`config.mk`:
```
export PLATFORM = sky130hd
export DESIGN_NAME = pn_spreader_param
export DESIGN_NICKNAME = d
export VERILOG_FILES = /design/src/rtl/pn_spreader_param.sv
export SDC_FILE = /design/constraint.sdc
export NUM_CORES = 1
export LEC_CHECK = 0
export CELL_PAD_IN_SITES_DETAIL_PLACEMENT = 1
export CELL_PAD_IN_SITES_GLOBAL_PLACEMENT = 2
export CORE_AREA = 2 2 174 176
export CTS_BUF_LIST = sky130_fd_sc_hd__clkbuf_4 sky130_fd_sc_hd__clkbuf_8
export DETAILED_ROUTE_END_ITERATION = 8
export DIE_AREA = 0 0 176 178
export GPL_TIMING_DRIVEN = 0
export MAX_ROUTING_LAYER = met4
export PLACE_DENSITY = 0.88
export SKIP_LAST_GASP = 1
export SLEW_MARGIN = 10
export SYNTH_ARGS = -nofsm -noshare
export SYNTH_HDL_FRONTEND = slang
export SYNTH_SLANG_ARGS = --single-unit
```
`constraint.sdc`:
```
create_clock -name ap_clk -period 5.52 [get_ports ap_clk]
set_input_delay 1.38 -clock ap_clk [delete_from_list [all_inputs] [get_ports ap_clk]]
set_output_delay 1.38 -clock ap_clk [all_outputs]
set_load 0.005 [all_outputs]
```
`src/rtl/pn_spreader_param.sv`:
```
// pn_spreader_param: spreads or scrambles SC16 samples with an internally generated PN chip stream.
//
// A configurable-order Fibonacci LFSR produces one chip per accepted output beat. In mode 0 each
// input sample is repeated sf times with the current chip applied to each repeat. In mode 1 each
// sample is emitted once. Chip 1 passes a component through unchanged. Chip 0 negates it, with
// saturation.
//
// Ports
//   ap_clk, ap_rst_n          clock, asynchronous active-low reset
//   cfg_*                     configuration, latched on the cfg_load strobe
//   i_data_*                  AXI-Stream input, SC16 (I in [31:16], Q in [15:0])
//   o_data_*                  AXI-Stream output, SC16
//   busy                      RUN with a sample partially emitted
//   period_cnt                completed PN periods, wraps at 16 bits
module pn_spreader_param #(
   parameter int unsigned MAX_ORDER        = 16,
   parameter int unsigned LEN_W            = 16,
   parameter int unsigned SF_W             = 8,
   parameter bit          RESTART_ON_TLAST = 1'b1
) (
   input  logic                 ap_clk,
   input  logic                 ap_rst_n,
   input  logic [MAX_ORDER-1:0] cfg_poly,
   input  logic [MAX_ORDER-1:0] cfg_seed,
   input  logic [4:0]           cfg_order,
   input  logic [LEN_W-1:0]     cfg_len,
   input  logic [SF_W-1:0]      cfg_sf,
   input  logic                 cfg_mode,
   input  logic                 cfg_load,
   input  logic [31:0]          i_data_tdata,
   input  logic                 i_data_tvalid,
   input  logic                 i_data_tlast,
   output logic                 i_data_tready,
   output logic [31:0]          o_data_tdata,
   output logic                 o_data_tvalid,
   output logic                 o_data_tlast,
   input  logic                 o_data_tready,
   output logic                 busy,
   output logic [15:0]          period_cnt
);

   typedef enum logic [1:0] {StIdle, StLoad, StRun} state_e;

   function automatic logic [4:0] clamp_order(input logic [4:0] ord);
      if (ord < 5'd2) return 5'd2;
      if (32'(ord) > MAX_ORDER) return 5'(MAX_ORDER);
      return ord;
   endfunction

   function automatic logic [MAX_ORDER-1:0] order_mask(input logic [4:0] ord);
      logic [MAX_ORDER-1:0] m;
      m = '0;
      for (int i = 0; i < int'(MAX_ORDER); i++) m[i] = (i < int'(ord));
      return m;
   endfunction

   // Negation with the single overflow case (-32768) pinned to +32767.
   function automatic logic [15:0] neg_sat(input logic [15:0] x);
      return (x == 16'h8000) ? 16'h7fff : (16'h0000 - x);
   endfunction

   state_e               state_q, state_d;
   // Staged configuration, captured on every cfg_load and applied in LOAD.
   logic [MAX_ORDER-1:0] stg_poly_q, stg_poly_d, stg_seed_q, stg_seed_d;
   logic [4:0]           stg_order_q, stg_order_d;
   logic [LEN_W-1:0]     stg_len_q, stg_len_d;
   logic [SF_W-1:0]      stg_sf_q, stg_sf_d;
   logic                 stg_mode_q, stg_mode_d;
   // Active configuration.
   logic [MAX_ORDER-1:0] poly_q, poly_d, seed_q, seed_d;
   logic [4:0]           order_q, order_d;
   logic [LEN_W-1:0]     len_q, len_d;
   logic [SF_W-1:0]      sf_q, sf_d;
   logic                 mode_q, mode_d;

   logic                 pending_q, pending_d;
   logic [MAX_ORDER-1:0] lfsr_q, lfsr_d;
   logic [LEN_W-1:0]     chip_cnt_q, chip_cnt_d;
   logic [SF_W-1:0]      rep_cnt_q, rep_cnt_d;
   logic [15:0]          period_cnt_q, period_cnt_d;
   logic                 held_q, held_d, hold_last_q, hold_last_d;
   logic [31:0]          hold_data_q, hold_data_d;

   logic [MAX_ORDER-1:0] act_mask, lfsr_shr, lfsr_step;
   logic [4:0]           cfg_order_cl;
   logic [SF_W-1:0]      sf_eff;
   logic                 fb, chip, last_rep, beat, sample_done, at_boundary, in_acc, period_end;

   assign cfg_order_cl = clamp_order(cfg_order);
   assign act_mask     = order_mask(order_q);
   assign sf_eff       = (sf_q == '0) ? SF_W'(1) : sf_q;
   assign last_rep     = mode_q | (rep_cnt_q == sf_eff - SF_W'(1));
   assign beat         = held_q & o_data_tready;
   assign sample_done  = beat & last_rep;
   assign at_boundary  = ~held_q & (rep_cnt_q == '0);
   assign period_end   = (len_q != '0) & (chip_cnt_q == len_q - LEN_W'(1));
   assign chip         = lfsr_q[0];

   // The held sample is released on the same edge that accepts its last beat, so a new sample
   // can be taken without a bubble. cfg_load blocks acceptance so a reload never races a sample.
   assign i_data_tready = (state_q == StRun) & ~pending_q & ~cfg_load & (~held_q | sample_done);
   assign in_acc        = i_data_tvalid & i_data_tready;

   assign o_data_tvalid = held_q;
   assign o_data_tlast  = held_q & hold_last_q & last_rep;
   assign o_data_tdata  = ~held_q ? 32'h0 :
                          chip    ? hold_data_q :
                                    {neg_sat(hold_data_q[31:16]), neg_sat(hold_data_q[15:0])};
   assign busy          = (state_q == StRun) & held_q & (rep_cnt_q != '0);
   assign period_cnt    = period_cnt_q;

   // Fibonacci step: shift down, feedback enters at bit order-1, bits above stay clear.
   always_comb begin
      fb        = ^(lfsr_q & poly_q & act_mask);
      lfsr_shr  = lfsr_q >> 1;
      lfsr_step = '0;
      for (int i = 0; i < int'(MAX_ORDER); i++) begin
         if (i + 1 < int'(order_q))       lfsr_step[i] = lfsr_shr[i];
         else if (i + 1 == int'(order_q)) lfsr_step[i] = fb;
      end
   end

   always_comb begin
      state_d      = state_q;
      stg_poly_d   = stg_poly_q;
      stg_seed_d   = stg_seed_q;
      stg_order_d  = stg_order_q;
      stg_len_d    = stg_len_q;
      stg_sf_d     = stg_sf_q;
      stg_mode_d   = stg_mode_q;
      poly_d       = poly_q;
      seed_d       = seed_q;
      order_d      = order_q;
      len_d        = len_q;
      sf_d         = sf_q;
      mode_d       = mode_q;
      pending_d    = pending_q;
      lfsr_d       = lfsr_q;
      chip_cnt_d   = chip_cnt_q;
      rep_cnt_d    = rep_cnt_q;
      period_cnt_d = period_cnt_q;
      held_d       = held_q;
      hold_last_d  = hold_last_q;
      hold_data_d  = hold_data_q;

      if (cfg_load) begin
         stg_poly_d  = cfg_poly;
         stg_seed_d  = cfg_seed & order_mask(cfg_order_cl);
         stg_order_d = cfg_order_cl;
         stg_len_d   = cfg_len;
         stg_sf_d    = cfg_sf;
         stg_mode_d  = cfg_mode;
      end

      unique case (state_q)
         StIdle: begin
            if (cfg_load) state_d = StLoad;
         end
         StLoad: begin
            // A load strobe landing here is applied on the following LOAD cycle.
            if (!cfg_load) begin
               poly_d     = stg_poly_q;
               seed_d     = stg_seed_q;
               order_d    = stg_order_q;
               len_d      = stg_len_q;
               sf_d       = stg_sf_q;
               mode_d     = stg_mode_q;
               lfsr_d     = stg_seed_q;
               chip_cnt_d = '0;
               rep_cnt_d  = '0;
               state_d    = StRun;
            end
         end
         StRun: begin
            if (beat) begin
               lfsr_d     = lfsr_step;
               chip_cnt_d = chip_cnt_q + LEN_W'(1);
               if (period_end) period_cnt_d = period_cnt_q + 16'd1;
               if (period_end || (RESTART_ON_TLAST && o_data_tlast)) begin
                  lfsr_d     = seed_q;
                  chip_cnt_d = '0;
               end
               rep_cnt_d = last_rep ? '0 : rep_cnt_q + SF_W'(1);
            end
            if (in_acc) begin
               held_d      = 1'b1;
               hold_data_d = i_data_tdata;
               hold_last_d = i_data_tlast;
            end else if (sample_done) begin
               held_d = 1'b0;
            end
            if (cfg_load) begin
               if (at_boundary || sample_done) begin
                  state_d   = StLoad;
                  pending_d = 1'b0;
               end else begin
                  pending_d = 1'b1;
               end
            end else if (pending_q && (sample_done || !held_q)) begin
               state_d   = StLoad;
               pending_d = 1'b0;
            end
         end
         default: state_d = StIdle;
      endcase
   end

   always_ff @(posedge ap_clk or negedge ap_rst_n) begin
      if (!ap_rst_n) begin
         state_q      <= StIdle;
         stg_poly_q   <= '0;
         stg_seed_q   <= '0;
         stg_order_q  <= '0;
         stg_len_q    <= '0;
         stg_sf_q     <= '0;
         stg_mode_q   <= 1'b0;
         poly_q       <= '0;
         seed_q       <= '0;
         order_q      <= '0;
         len_q        <= '0;
         sf_q         <= '0;
         mode_q       <= 1'b0;
         pending_q    <= 1'b0;
         lfsr_q       <= '0;
         chip_cnt_q   <= '0;
         rep_cnt_q    <= '0;
         period_cnt_q <= '0;
         held_q       <= 1'b0;
         hold_last_q  <= 1'b0;
         hold_data_q  <= '0;
      end else begin
         state_q      <= state_d;
         stg_poly_q   <= stg_poly_d;
         stg_seed_q   <= stg_seed_d;
         stg_order_q  <= stg_order_d;
         stg_len_q    <= stg_len_d;
         stg_sf_q     <= stg_sf_d;
         stg_mode_q   <= stg_mode_d;
         poly_q       <= poly_d;
         seed_q       <= seed_d;
         order_q      <= order_d;
         len_q        <= len_d;
         sf_q         <= sf_d;
         mode_q       <= mode_d;
         pending_q    <= pending_d;
         lfsr_q       <= lfsr_d;
         chip_cnt_q   <= chip_cnt_d;
         rep_cnt_q    <= rep_cnt_d;
         period_cnt_q <= period_cnt_d;
         held_q       <= held_d;
         hold_last_q  <= hold_last_d;
         hold_data_q  <= hold_data_d;
      end
   end

endmodule
```
==> summary.json <==
{
  "status": {"value": "completed"},
  "wl_per_cell": {"value": 18.7, "unit": "microns"},
  "crit_path_max_fanout": {"value": 7},
  "drt_first_pass_iters": {"value": 5},
  "synth_top_cell_by_area": {"value": "dfrtp_1"},
  "rsz_0062_raised_after_global_routing": {"value": "no"},
  "synth-xor-area-share": {"value": 6.24, "unit": "%"},
  "synth_seq_area_share": {"value": 47.7, "unit": "%"},
  "total_die_area": {"value": 31300, "unit": "sq um"},
  "synth_simple_gate_area_share": {"value": 18.8, "unit": "%"},
  "synthesized_net_count": {"value": 1314},
  "period_minus_slack": {"value": 5300, "unit": "ps"},
  "switching_power": {"value": 2730, "unit": "uW"},
  "worst_path_dominant_cell_family": {"value": "compound AO/OA/AOI/OAI gates"},
  "grt_pass1_wl": {"value": 55300, "unit": "microns"},
  "cts_tree": {"value": "done"},
  "synth_adder_area_share": {"value": 0.879, "unit": "%"},
  "synth-main-ff-cell": {"value": "dfrtp_1"},
  "die_width": {"value": 176, "unit": "microns"},
  "grt_overflow_total": {"value": 0},
  "count_of_flip_flops_with_a_built_in_enable_after_synthesis": {"value": 0},
  "setup_viols_final": {"value": 0},
  "power_leakage": {"value": 0.00615, "unit": "uW"},
  "synth_compound_gate_area_share": {"value": 14.6, "unit": "%"},
  "fraction_of_power_consumed_by_the_clock_network": {"value": 22.9, "unit": "%"},
  "crit_path_top_delay_cell": {"value": "a2111oi_1"},
  "yosys.cell_types.count": {"value": 70},
  "timing.critical_path.slowest_cell_delay": {"value": 730, "unit": "ps"},
  "postSynthRegisterBits": {"value": 217},
  "swShare": {"value": 38.6, "unit": "%"},
  "track_usage": {"value": 23.0, "unit": "%"},
  "worst_pin_slew": {"value": 1100, "unit": "ps"},
  "total_power_divided_by_cell_area": {"value": 495, "unit": "nW/um^2"},
  "std_cell_rows": {"value": 63},
  "area.sequential": {"value": 5430, "unit": "sq um"},
  "netlist_area": {"value": 11400, "unit": "sq um"},
  "cts.sinks": {"value": 217},
  "postSynthCellCount": {"value": 1206},
  "total_area_of_multi_input_combinational_cells": {"value": 5540, "unit": "sq um"},
  "initialDrtViolationCount": {"value": 468},
  "hold_vio_cnt_final": {"value": 0},
  "final_antenna_net_count": {"value": 0},
  "pwr-share-comb": {"value": 41.7, "unit": "%"},
  "filler_cell_count": {"value": 3380},
  "synth_top_family_by_area": {"value": "simple AND/OR/NAND/NOR gates"},
  "detailedPlacementHpwl": {"value": 25100, "unit": "microns"},
  "cts_max_path_buffers": {"value": 3},
  "hold_ws": {"value": 464, "unit": "ps"},
  "cts_max_level": {"value": 2},
  "place.gp.congestion": {"value": 0.925},
  "initial_utilization": {"value": 38.7, "unit": "%"},
  "yosys-top-cells-area": {"value": "dfrtp_1 48%, mux2_2 7.8%, nand2_1 7.6%, xnor2_1 3.8%, o21ai_0 3.6%"},
  "vias_per_cell": {"value": 5.26},
  "max-vdd-ir-drop": {"value": 0.231, "unit": "mV"},
  "crit_path_cell_trace": {"value": "nor2_1 > a31oi_1 > ha_1 > xnor2_1 > nor3_1 > o211a_1 > a31o_2 > nand2_1 > a2111oi_1 > clkdlybuf4s50_1"},
  "route.vias.total": {"value": 9571},
  "max_clock_freq": {"value": 189, "unit": "MHz"},
  "number_of_antenna_violations_at_the_first_check_in_global_routing": {"value": 0},
  "place.port_buffers": {"value": 149},
  "post_cts_buffers": {"value": 0},
  "yosys_warning_count": {"value": 0},
  "post-route-period-util": {"value": 96.1, "unit": "%"},
  "mostFrequentLayoutCell": {"value": "nand2_1"},
  "slew-limit-headroom": {"value": 25.8, "unit": "%"},
  "critical_path_data_arrival_time": {"value": 3920, "unit": "ps"},
  "post_synth.cell_area_avg": {"value": 9.45, "unit": "sq um"},
  "muxShareOfSynthArea": {"value": 8.07, "unit": "%"},
  "layout-area-overhead-vs-synth": {"value": 25.4, "unit": "%"},
  "numCtsBuffers": {"value": 41},
  "classification_of_the_worst_setup_path": {"value": "reg2out"},
  "setup_ws": {"value": 216, "unit": "ps"},
  "synth_async_sr_flop_share": {"value": 100, "unit": "%"},
  "nNetsFinal": {"value": 1508},
  "seqPwrFrac": {"value": 35.4, "unit": "%"},
  "totalWireLength": {"value": 34000, "unit": "microns"},
  "fin_setup_tns": {"value": 0, "unit": "ps"},
  "die_span_y": {"value": 178, "unit": "microns"},
  "cts.clk_slew.worst_paths": {"value": 60, "unit": "ps"},
  "netlist.area_leader.share": {"value": 47.7, "unit": "%"},
  "final_layout_size_suffix_gt1_share": {"value": 12.7, "unit": "%"},
  "worst-endpoint-required": {"value": 4140, "unit": "ps"},
  "drc": {"value": 0},
  "detailedPlace.worstSlack": {"value": 545, "unit": "ps"},
  "clk_latency": {"value": 550, "unit": "ps"},
  "hp-class": {"value": "reg2reg"},
  "fin_worst_skew": {"value": 17.6, "unit": "ps"},
  "final_cell_mix": {"value": "231 x nand2_1, 217 x dfrtp_1, 148 x clkdlybuf4s50_1"},
  "clock-root-buffer": {"value": "clkbuf_8"},
  "critPathLaunchType": {"value": "register"},
  "grt_pass1_vias": {"value": 10400},
  "power_report.internal_total": {"value": 4350, "unit": "uW"},
  "core-area": {"value": 29400, "unit": "sq um"},
  "cp_num_buf_inv": {"value": 1},
  "largest_net_degree_at_the_start_of_global_routing": {"value": 100},
  "io_pins": {"value": 152},
  "final-max-slew-violation-count": {"value": 0},
  "critical_path.endpoint_type": {"value": "primary output"},
  "cap_viol_max_count": {"value": 0}
}
## area by class of cell
type                       count  area share (%)
inverter                      43            1.13
multi-input combinational    881            38.8
tap                          390            3.42
timing repair buffer         151            10.9
sequential                   217            38.0
antenna                        1          0.0175
clock inverter                 9           0.333
buffer                        65            1.84
clock buffer                  62            5.62
## cells in the mapped netlist (5+ instances only)
master	count
ha_1	8
or3_1	6
nand3b_1	6
inv_1	43
nor4_1	7
o21ai_1	8
nor2_1	81
a21o_1	5
nand2_1	231
nor3_1	20
a21oi_1	33
and3_1	22
or4_1	5
o211ai_1	9
clkbuf_1	53
a31oi_1	8
xnor2_1	50
xor2_1	26
nor2b_1	6
o21a_1	6
o22ai_1	14
o21ai_0	82
nor3b_1	5
nand2b_1	12
a21boi_0	33
mux2_2	79
buf_1	7
dfrtp_1	217
nand3_1	32
## metal layers
metal	up-vias	track usage (%)	share of wire [%]
li1	4576	-	-
met3	53	3.26	4.0
met5	-	-	0
met2	187	39.7	51
met1	4755	28.1	43
met4	0	7.30	2.6
## worst register-to-register path: stages (launching register included)
cell and delay [ps]:
dfrtp_1 470, nor2_1 260, a31oi_1 160, ha_1 320, xnor2_1 130, nor3_1 180
o211a_1 190, a31o_2 220, nand2_1 70, a2111oi_1 730, nand2_1 350, clkbuf_1 370
mux2_2 370
## cells by family (layout without fill, tap and decap cells)
group | after synthesis | in the layout
compound gates | 254 | 254
fa+ha+maj | 8 | 8
other cells | 0 | 1
simple gates | 459 | 459
mux | 82 | 82
xor+xnor | 78 | 78
flops | 217 | 217
buf+inv | 108 | 330
## final timing paths
path | endpoint | cells past startpoint | slack [ps] | startpoint
min in group asynchronous | stg_poly_q[6] | 1 | 730 | ap_rst_n
hold / removal | poly_q[15] | 2 | 460 | stg_poly_q[15]
max in group asynchronous | hold_data_q[16] | 2 | 3930 | ap_rst_n
setup / recovery | i_data_tready | 10 | 220 | sf_q[3]
hold reg to reg | poly_q[15] | 2 | 460 | stg_poly_q[15]
setup reg to reg | hold_last_q | 12 | 1560 | sf_q[3]
## per-stage QoR
step           area [sq um]  std cells  power, uW  utilization, %
2_1_floorplan         11400       1206       4330               -
3_3_place_gp          13400       1745       5380            45.5
3_5_place_dp          13400       1747       5480            45.7
4_1_cts               14300       1818       7150            48.6
5_1_grt               14300       1818       7630            48.6
6_report              14300       1819       7070            48.6
## what timing repair did
item / in CTS / in global routing
hold buffers: 0 / 0
setup endpoints to repair: 1 / 0
resized for setup: 1 / 0
## sequential cells by signal, summed over array words and instances, names as in the netlist, 2 cells and up
name,cells
stg_poly_q,16
rep_cnt_q,8
stg_sf_q,8
lfsr_q,16
state_q,2
order_q,5
chip_cnt_q,16
seed_q,16
len_q,16
hold_data_q,32
poly_q,16
stg_seed_q,16
stg_order_q,5
sf_q,8
period_cnt,16
stg_len_q,16
## power groups by stage
stage	Combinational (uW)	Clock (uW)	Sequential, uW
2_1_floorplan	1970	0	2370
3_3_place_gp	2870	0	2510
3_5_place_dp	2950	0	2520
4_1_cts	2980	1670	2500
5_1_grt	3310	1740	2570
6_report	2950	1620	2510
Power figures use the tool's default switching activity.
